==> src/rtl/ksa_addsub_pipe.sv <==
// ============================================================================
// ksa_addsub_pipe : pipelined Kogge-Stone add/sub with valid/ready handshake
// Rev 1.0
// ============================================================================
`default_nettype none

module ksa_addsub_pipe #(
   parameter int BITS      = 64,
   parameter int LEVELS    = 6,
   parameter int REG_EVERY = 2,
   parameter int TAG_W     = 4
) (
   input  logic             clk,
   input  logic             rst_n,
   input  logic             in_valid,
   output logic             in_ready,
   input  logic [BITS-1:0]  a,
   input  logic [BITS-1:0]  b,
   input  logic             cin,
   input  logic             sub,
   input  logic [TAG_W-1:0] tag_in,
   output logic             out_valid,
   input  logic             out_ready,
   output logic [BITS:0]    s,
   output logic             ovf,
   output logic [TAG_W-1:0] tag_out
);

   // Number of mid-prefix register stages; segment r spans the levels between them.
   localparam int NSTG = (LEVELS - 1) / REG_EVERY;

   logic adv;

   logic [BITS-1:0]  a_q, a_d, bx_q, bx_d;
   logic             c0_q, c0_d, vld0_q, vld0_d;
   logic [TAG_W-1:0] tag0_q, tag0_d;

   logic             out_valid_q, out_valid_d, ovf_q, ovf_d;
   logic [BITS:0]    s_q, s_d;
   logic [TAG_W-1:0] tag_out_q, tag_out_d;

   logic [BITS-1:0]  seg_p   [NSTG+1];
   logic [BITS-1:0]  seg_g   [NSTG+1];
   logic [BITS-1:0]  seg_p0  [NSTG+1];
   logic             seg_c0  [NSTG+1];
   logic             seg_vld [NSTG+1];
   logic [TAG_W-1:0] seg_tag [NSTG+1];
   logic [BITS-1:0]  lvl_p   [NSTG+1];
   logic [BITS-1:0]  lvl_g   [NSTG+1];

   logic [BITS-1:0]  pg_p, pg_g, carry_in;

   assign adv       = !out_valid_q || out_ready;
   assign in_ready  = adv;
   assign out_valid = out_valid_q;
   assign s         = s_q;
   assign ovf       = ovf_q;
   assign tag_out   = tag_out_q;

   always_comb begin
      a_d    = a_q;
      bx_d   = bx_q;
      c0_d   = c0_q;
      tag0_d = tag0_q;
      vld0_d = vld0_q;
      if (adv) begin
         a_d    = a;
         bx_d   = sub ? ~b : b;
         c0_d   = sub | cin;
         tag0_d = tag_in;
         vld0_d = in_valid;
      end
   end

   always_ff @(posedge clk or negedge rst_n) begin
      if (!rst_n) begin
         a_q    <= '0;
         bx_q   <= '0;
         c0_q   <= 1'b0;
         tag0_q <= '0;
         vld0_q <= 1'b0;
      end else begin
         a_q    <= a_d;
         bx_q   <= bx_d;
         c0_q   <= c0_d;
         tag0_q <= tag0_d;
         vld0_q <= vld0_d;
      end
   end

   // Carry-in folded into bit 0's generate so prefix G[i] is the full carry out of bit i.
   always_comb begin
      pg_p    = a_q ^ bx_q;
      pg_g    = a_q & bx_q;
      pg_g[0] = pg_g[0] | (pg_p[0] & c0_q);
   end

   for (genvar r = 0; r <= NSTG; r++) begin : g_seg
      localparam int K_LO = r * REG_EVERY + 1;
      localparam int K_HI = ((r + 1) * REG_EVERY < LEVELS) ? (r + 1) * REG_EVERY : LEVELS;

      logic [BITS-1:0] p_t, g_t;

      if (r == 0) begin : g_src
         assign seg_p[r]   = pg_p;
         assign seg_g[r]   = pg_g;
         assign seg_p0[r]  = pg_p;
         assign seg_c0[r]  = c0_q;
         assign seg_vld[r] = vld0_q;
         assign seg_tag[r] = tag0_q;
      end else begin : g_reg
         logic [BITS-1:0]  p_q, p_d, g_q, g_d, p0_q, p0_d;
         logic             c0s_q, c0s_d, vld_q, vld_d;
         logic [TAG_W-1:0] tag_q, tag_d;

         always_comb begin
            p_d   = p_q;
            g_d   = g_q;
            p0_d  = p0_q;
            c0s_d = c0s_q;
            vld_d = vld_q;
            tag_d = tag_q;
            if (adv) begin
               p_d   = lvl_p[r-1];
               g_d   = lvl_g[r-1];
               p0_d  = seg_p0[r-1];
               c0s_d = seg_c0[r-1];
               vld_d = seg_vld[r-1];
               tag_d = seg_tag[r-1];
            end
         end

         always_ff @(posedge clk or negedge rst_n) begin
            if (!rst_n) begin
               p_q   <= '0;
               g_q   <= '0;
               p0_q  <= '0;
               c0s_q <= 1'b0;
               vld_q <= 1'b0;
               tag_q <= '0;
            end else begin
               p_q   <= p_d;
               g_q   <= g_d;
               p0_q  <= p0_d;
               c0s_q <= c0s_d;
               vld_q <= vld_d;
               tag_q <= tag_d;
            end
         end

         assign seg_p[r]   = p_q;
         assign seg_g[r]   = g_q;
         assign seg_p0[r]  = p0_q;
         assign seg_c0[r]  = c0s_q;
         assign seg_vld[r] = vld_q;
         assign seg_tag[r] = tag_q;
      end

      // Span doubles per level; bits below the span keep their P/G unchanged.
      always_comb begin
         p_t = seg_p[r];
         g_t = seg_g[r];
         for (int k = K_LO; k <= K_HI; k++) begin
            g_t = g_t | (p_t & (g_t << (1 << (k - 1))));
            p_t = p_t & ((p_t << (1 << (k - 1))) | ~({BITS{1'b1}} << (1 << (k - 1))));
         end
      end

      assign lvl_p[r] = p_t;
      assign lvl_g[r] = g_t;
   end

   assign carry_in = {lvl_g[NSTG][BITS-2:0], seg_c0[NSTG]};

   always_comb begin
      out_valid_d = out_valid_q;
      s_d         = s_q;
      ovf_d       = ovf_q;
      tag_out_d   = tag_out_q;
      if (adv) begin
         out_valid_d = seg_vld[NSTG];
         s_d         = {lvl_g[NSTG][BITS-1], seg_p0[NSTG] ^ carry_in};
         ovf_d       = carry_in[BITS-1] ^ lvl_g[NSTG][BITS-1];
         tag_out_d   = seg_tag[NSTG];
      end
   end

   always_ff @(posedge clk or negedge rst_n) begin
      if (!rst_n) begin
         out_valid_q <= 1'b0;
         s_q         <= '0;
         ovf_q       <= 1'b0;
         tag_out_q   <= '0;
      end else begin
         out_valid_q <= out_valid_d;
         s_q         <= s_d;
         ovf_q       <= ovf_d;
         tag_out_q   <= tag_out_d;
      end
   end

endmodule

`default_nettype wire

==> config.mk <==
export PLATFORM = sky130hd
export DESIGN_NAME = ksa_addsub_pipe
export DESIGN_NICKNAME = d
export VERILOG_FILES = /design/src/rtl/ksa_addsub_pipe.sv
export SDC_FILE = /design/constraint.sdc
export NUM_CORES = 1
export LEC_CHECK = 0
export CELL_PAD_IN_SITES_DETAIL_PLACEMENT = 1
export CELL_PAD_IN_SITES_GLOBAL_PLACEMENT = 1
export CORE_MARGIN = 2
export CORE_UTILIZATION = 35
export DETAILED_ROUTE_END_ITERATION = 7
export GPL_TIMING_DRIVEN = 0
export PLACE_DENSITY = 0.72
export SKIP_CTS_REPAIR_TIMING = 1
export SLEW_MARGIN = 40
export SYNTH_ARGS = -nofsm -noshare
export SYNTH_HDL_FRONTEND = slang
export SYNTH_SLANG_ARGS = --single-unit
==> constraint.sdc <==
create_clock -name clk -period 4.5 [get_ports clk]
set_clock_uncertainty 0.05 [all_clocks]
set_input_delay 0.9 -clock clk [delete_from_list [all_inputs] [get_ports clk]]
set_output_delay 0.9 -clock clk [all_outputs]
set_load 0.01 [all_outputs]
==> impl_metrics.prom <==
# TYPE chip_impl_metric gauge
chip_impl_metric{name="grt_max_degree",unit=""} 76
chip_impl_metric{name="initial_core_util",unit="%"} 35.21
chip_impl_metric{name="vdd.ir_drop.worst",unit="mV"} 0.3473
chip_impl_metric{name="detailedRoute.firstIterationViolations",unit=""} 1239
chip_impl_metric{name="cts.path.max_buffers",unit=""} 3
chip_impl_metric{name="num-fill-cells",unit=""} 8225
chip_impl_info{name="cp-end-kind",value="output pin"} 1
chip_impl_metric{name="powerDensity",unit="nW/µm²"} 750.3
chip_impl_metric{name="die_w",unit="µm"} 274.2
chip_impl_metric{name="place.port_buffers",unit=""} 208
chip_impl_metric{name="final_util",unit="%"} 43.11
chip_impl_metric{name="path_buf_inv",unit=""} 7
chip_impl_metric{name="reported_leakage_power",unit="nW"} 14.11
chip_impl_metric{name="finalSetupTns",unit="ns"} 0
chip_impl_metric{name="dieHeight",unit="µm"} 274.2
chip_impl_metric{name="final_layout_size_suffix_gt1_share",unit="%"} 8.790
chip_impl_metric{name="fin_cells",unit=""} 3917
chip_impl_metric{name="timing_max_transition_violations_final",unit=""} 0
chip_impl_metric{name="max_slew.worst_pin.slew",unit="ns"} 0.8146
chip_impl_info{name="hp-class",value="input port to asynchronous set/reset pin"} 1
chip_impl_metric{name="initial_antenna_violation_count",unit=""} 0
chip_impl_info{name="commonest_cells_after_routing_fill_and_taps_aside",value="964 x nand2_1, 581 x dfrtp_1, 207 x clkdlybuf4s50_1"} 1
chip_impl_metric{name="wl_per_cell",unit="µm"} 23.31
chip_impl_metric{name="timing.critical_path.arrival",unit="ns"} 3.18
chip_impl_metric{name="dp_hpwl",unit="µm"} 69440
chip_impl_metric{name="yosysSeqAreaShare",unit="%"} 56.89
chip_impl_metric{name="clk_latency",unit="ns"} 0.64
chip_impl_info{name="grt_setup_unrepaired",value="false"} 1
chip_impl_info{name="layout.cells.most_common",value="nand2_1"} 1
chip_impl_metric{name="slowest_delay",unit="ns"} 0.62
chip_impl_info{name="path_class",value="input port to output pin"} 1
chip_impl_metric{name="placementRows",unit=""} 99
chip_impl_info{name="cts_tree",value="yes"} 1
chip_impl_metric{name="grt_overflow_total",unit=""} 0
chip_impl_metric{name="max-cap-violations",unit=""} 0
chip_impl_metric{name="floorplan.die_area",unit="µm²"} 75190
chip_impl_metric{name="drc",unit=""} 0
chip_impl_metric{name="post-synth-top-area-fraction",unit="%"} 56.89
chip_impl_metric{name="synth_seq_cells",unit=""} 581
chip_impl_info{name="kind_of_start_point_of_the_critical_path",value="input port"} 1
chip_impl_metric{name="routed-via-count",unit=""} 20660
chip_impl_info{name="root_buffer",value="clkbuf_16"} 1
chip_impl_metric{name="ys.warnings.count",unit=""} 0
chip_impl_metric{name="hold_viol_final",unit=""} 0
chip_impl_metric{name="globalRouteTotalUtil",unit="%"} 24.55
chip_impl_metric{name="dpl.cell_count",unit=""} 3803
chip_impl_metric{name="post_synth_inst_count",unit=""} 2628
chip_impl_metric{name="min_period_over_period",unit="%"} 91.81
chip_impl_metric{name="dr.pass1.iters",unit=""} 5
chip_impl_info{name="slowest_stage",value="clkdlybuf4s50_1"} 1
chip_impl_info{name="yosys.area.top_type",value="dfrtp_1"} 1
chip_impl_info{name="cp_cell_sequence",value="clkdlybuf4s50_1 > nor2b_4 > buf_6 > buf_6 > inv_4 > buf_4 > buf_2 > clkdlybuf4s50_1"} 1
chip_impl_metric{name="syn_to_final_growth",unit="%"} 22.44
chip_impl_info{name="critical_path.top_delay_family",value="buffers and inverters"} 1
chip_impl_metric{name="clk_pin_slew_worst_paths",unit="ns"} 0.06
chip_impl_info{name="ys_top_cells_by_area",value="dfrtp_1 57%, nand2_1 14%, xnor2_1 3.9%, a21oi_1 3.2%, ha_1 3.1%"} 1
chip_impl_metric{name="max_freq",unit="GHz"} 0.2420
chip_impl_metric{name="clkSinkCount",unit=""} 581
chip_impl_metric{name="first_global_vias",unit=""} 22370
chip_impl_info{name="run_status",value="completed"} 1
chip_impl_metric{name="number_of_buffers_created_by_cts",unit=""} 61
chip_impl_metric{name="core_area",unit="µm²"} 72590
chip_impl_metric{name="finalWeightedCongestion",unit=""} 0.9119
chip_impl_metric{name="syn_avg_cell_area",unit="µm²"} 9.724
chip_impl_metric{name="synth.cell_area",unit="µm²"} 25560
chip_impl_metric{name="io_pins",unit=""} 210
chip_impl_metric{name="setup-violations-final",unit=""} 0
chip_impl_metric{name="drtAntennaViolNets",unit=""} 0
chip_impl_metric{name="ys_types",unit=""} 33
chip_impl_metric{name="via_per_inst",unit=""} 5.273
chip_impl_metric{name="timing.critical_path.required",unit="ns"} 3.55
chip_impl_metric{name="final.min_clock_period",unit="ns"} 4.132
chip_impl_metric{name="cts-htree-levels",unit=""} 2
chip_impl_metric{name="postRouteWirelength",unit="µm"} 91300
chip_impl_metric{name="num_antenna_cells",unit=""} 0
chip_impl_metric{name="crit_fanout",unit=""} 10
chip_impl_metric{name="synth_nets",unit=""} 2830
chip_impl_metric{name="number_of_nets_in_the_finished_design",unit=""} 3109
chip_impl_metric{name="max_slew_margin",unit="%"} 45.70
chip_impl_metric{name="grt_pass1_wl",unit="µm"} 139100
==> power breakdown <==
| group | internal, mW | switching (mW) | leakage, nW |
|---|---|---|---|
| Clock | 3.37 | 2.25 | 1.09 |
| Sequential | 7.36 | 1.88 | 7.15 |
| Combinational | 3.42 | 5.20 | 5.87 |
==> layer usage <==
metal	GRT usage, %	wire length [µm]
met1	31.70	39260
met2	43.13	45650
met3	3.520	4085
met4	6.264	2302
met5	0	0
==> Yosys cell counts <==
cell type / instances
nand2_1: 964
dfrtp_1: 581
a21oi_1: 161
o21ai_0: 149
xnor2_1: 113
o211ai_1: 89
o21a_1: 89
buf_2: 79
o31ai_1: 72
nor2_1: 70
ha_1: 64
a21o_1: 32
buf_6: 24
buf_4: 21
nand3_1: 19
a31o_2: 16
xor2_1: 16
a31oi_1: 14
nand3b_1: 14
clkbuf_1: 11
a32o_1: 8
nor2b_1: 5
a2111oi_0: 4
inv_1: 4
a2111oi_1: 1
a2111oi_2: 1
a311oi_1: 1
inv_4: 1
mux2_2: 1
nand2b_1: 1
nand4_1: 1
nor2b_4: 1
nor3_1: 1
==> layout make-up <==
| type | count | area (µm²) | share of cell area (%) |
|---|---|---|---|
| Clock buffer | 86 | 1813 | 5.794 |
| Clock inverter | 28 | 414.1 | 1.324 |
| Buffer | 135 | 865.8 | 2.767 |
| Inverter | 5 | 21.27 | 0.06798 |
| Timing Repair Buffer | 216 | 2307 | 7.373 |
| Tap cell | 959 | 1200 | 3.835 |
| Sequential cell | 581 | 14540 | 46.46 |
| Multi-Input combinational cell | 1907 | 10130 | 32.38 |
==> flip-flops by register name, indices dropped and copies added, names as in the netlist <==
register	flops
g_seg.g_reg.vld_q	2
bx_q	64
a_q	64
vld0_q	1
out_valid	1
g_seg.g_reg.p0_q	126
s	65
tag_out	4
g_seg.g_reg.g_q	128
g_seg.g_reg.p_q	110
tag0_q	4
g_seg.g_reg.c0s_q	2
c0_q	1
g_seg.g_reg.tag_q	8
ovf	1
==> per-stage QoR <==
stage | hold WS [ns] | cell area [µm²] | worst slack (ns) | power, mW
final | 0.1318 | 31290 | 0.3684 | 23.48
after detailed placement | 0.4064 | 29060 | 0.3897 | 17.92
after CTS | 0.1343 | 31290 | 0.3839 | 23.62
after global routing | 0.1616 | 31290 | 0.3494 | 24.87
after floorplan | 0.3800 | 25560 | 1.949 | 13.77
after global placement | 0.3914 | 28840 | -23.38 | 17.59
==> worst paths after layout <==
path | start | to | slack (ns) | depth (start not counted)
setup / recovery | out_ready | in_ready | 0.37 | 8
hold / removal | rst_n | s[27] | 0.13 | 1
setup reg to reg | out_valid | s[62] | 2.22 | 7
hold reg to reg | g_seg[2].g_reg.vld_q | g_seg[2].g_reg.vld_q | 0.41 | 2
max in group asynchronous | rst_n | a_q[0] | 2.38 | 5
min in group clk | g_seg[2].g_reg.vld_q | g_seg[2].g_reg.vld_q | 0.41 | 2
==> cell families after synthesis <==
logic type | count (synthesis) | synth area share [%]
flip-flops | 581 | 56.89
multiplexers | 1 | 0.04406
AO/OA/AOI/OAI | 637 | 15.83
XOR/XNOR | 129 | 4.421
buffers and inverters | 140 | 3.466
AND/OR/NAND/NOR | 1076 | 16.22
adder cells (fa/ha/maj) | 64 | 3.133
(Power assumes the default switching activity.)
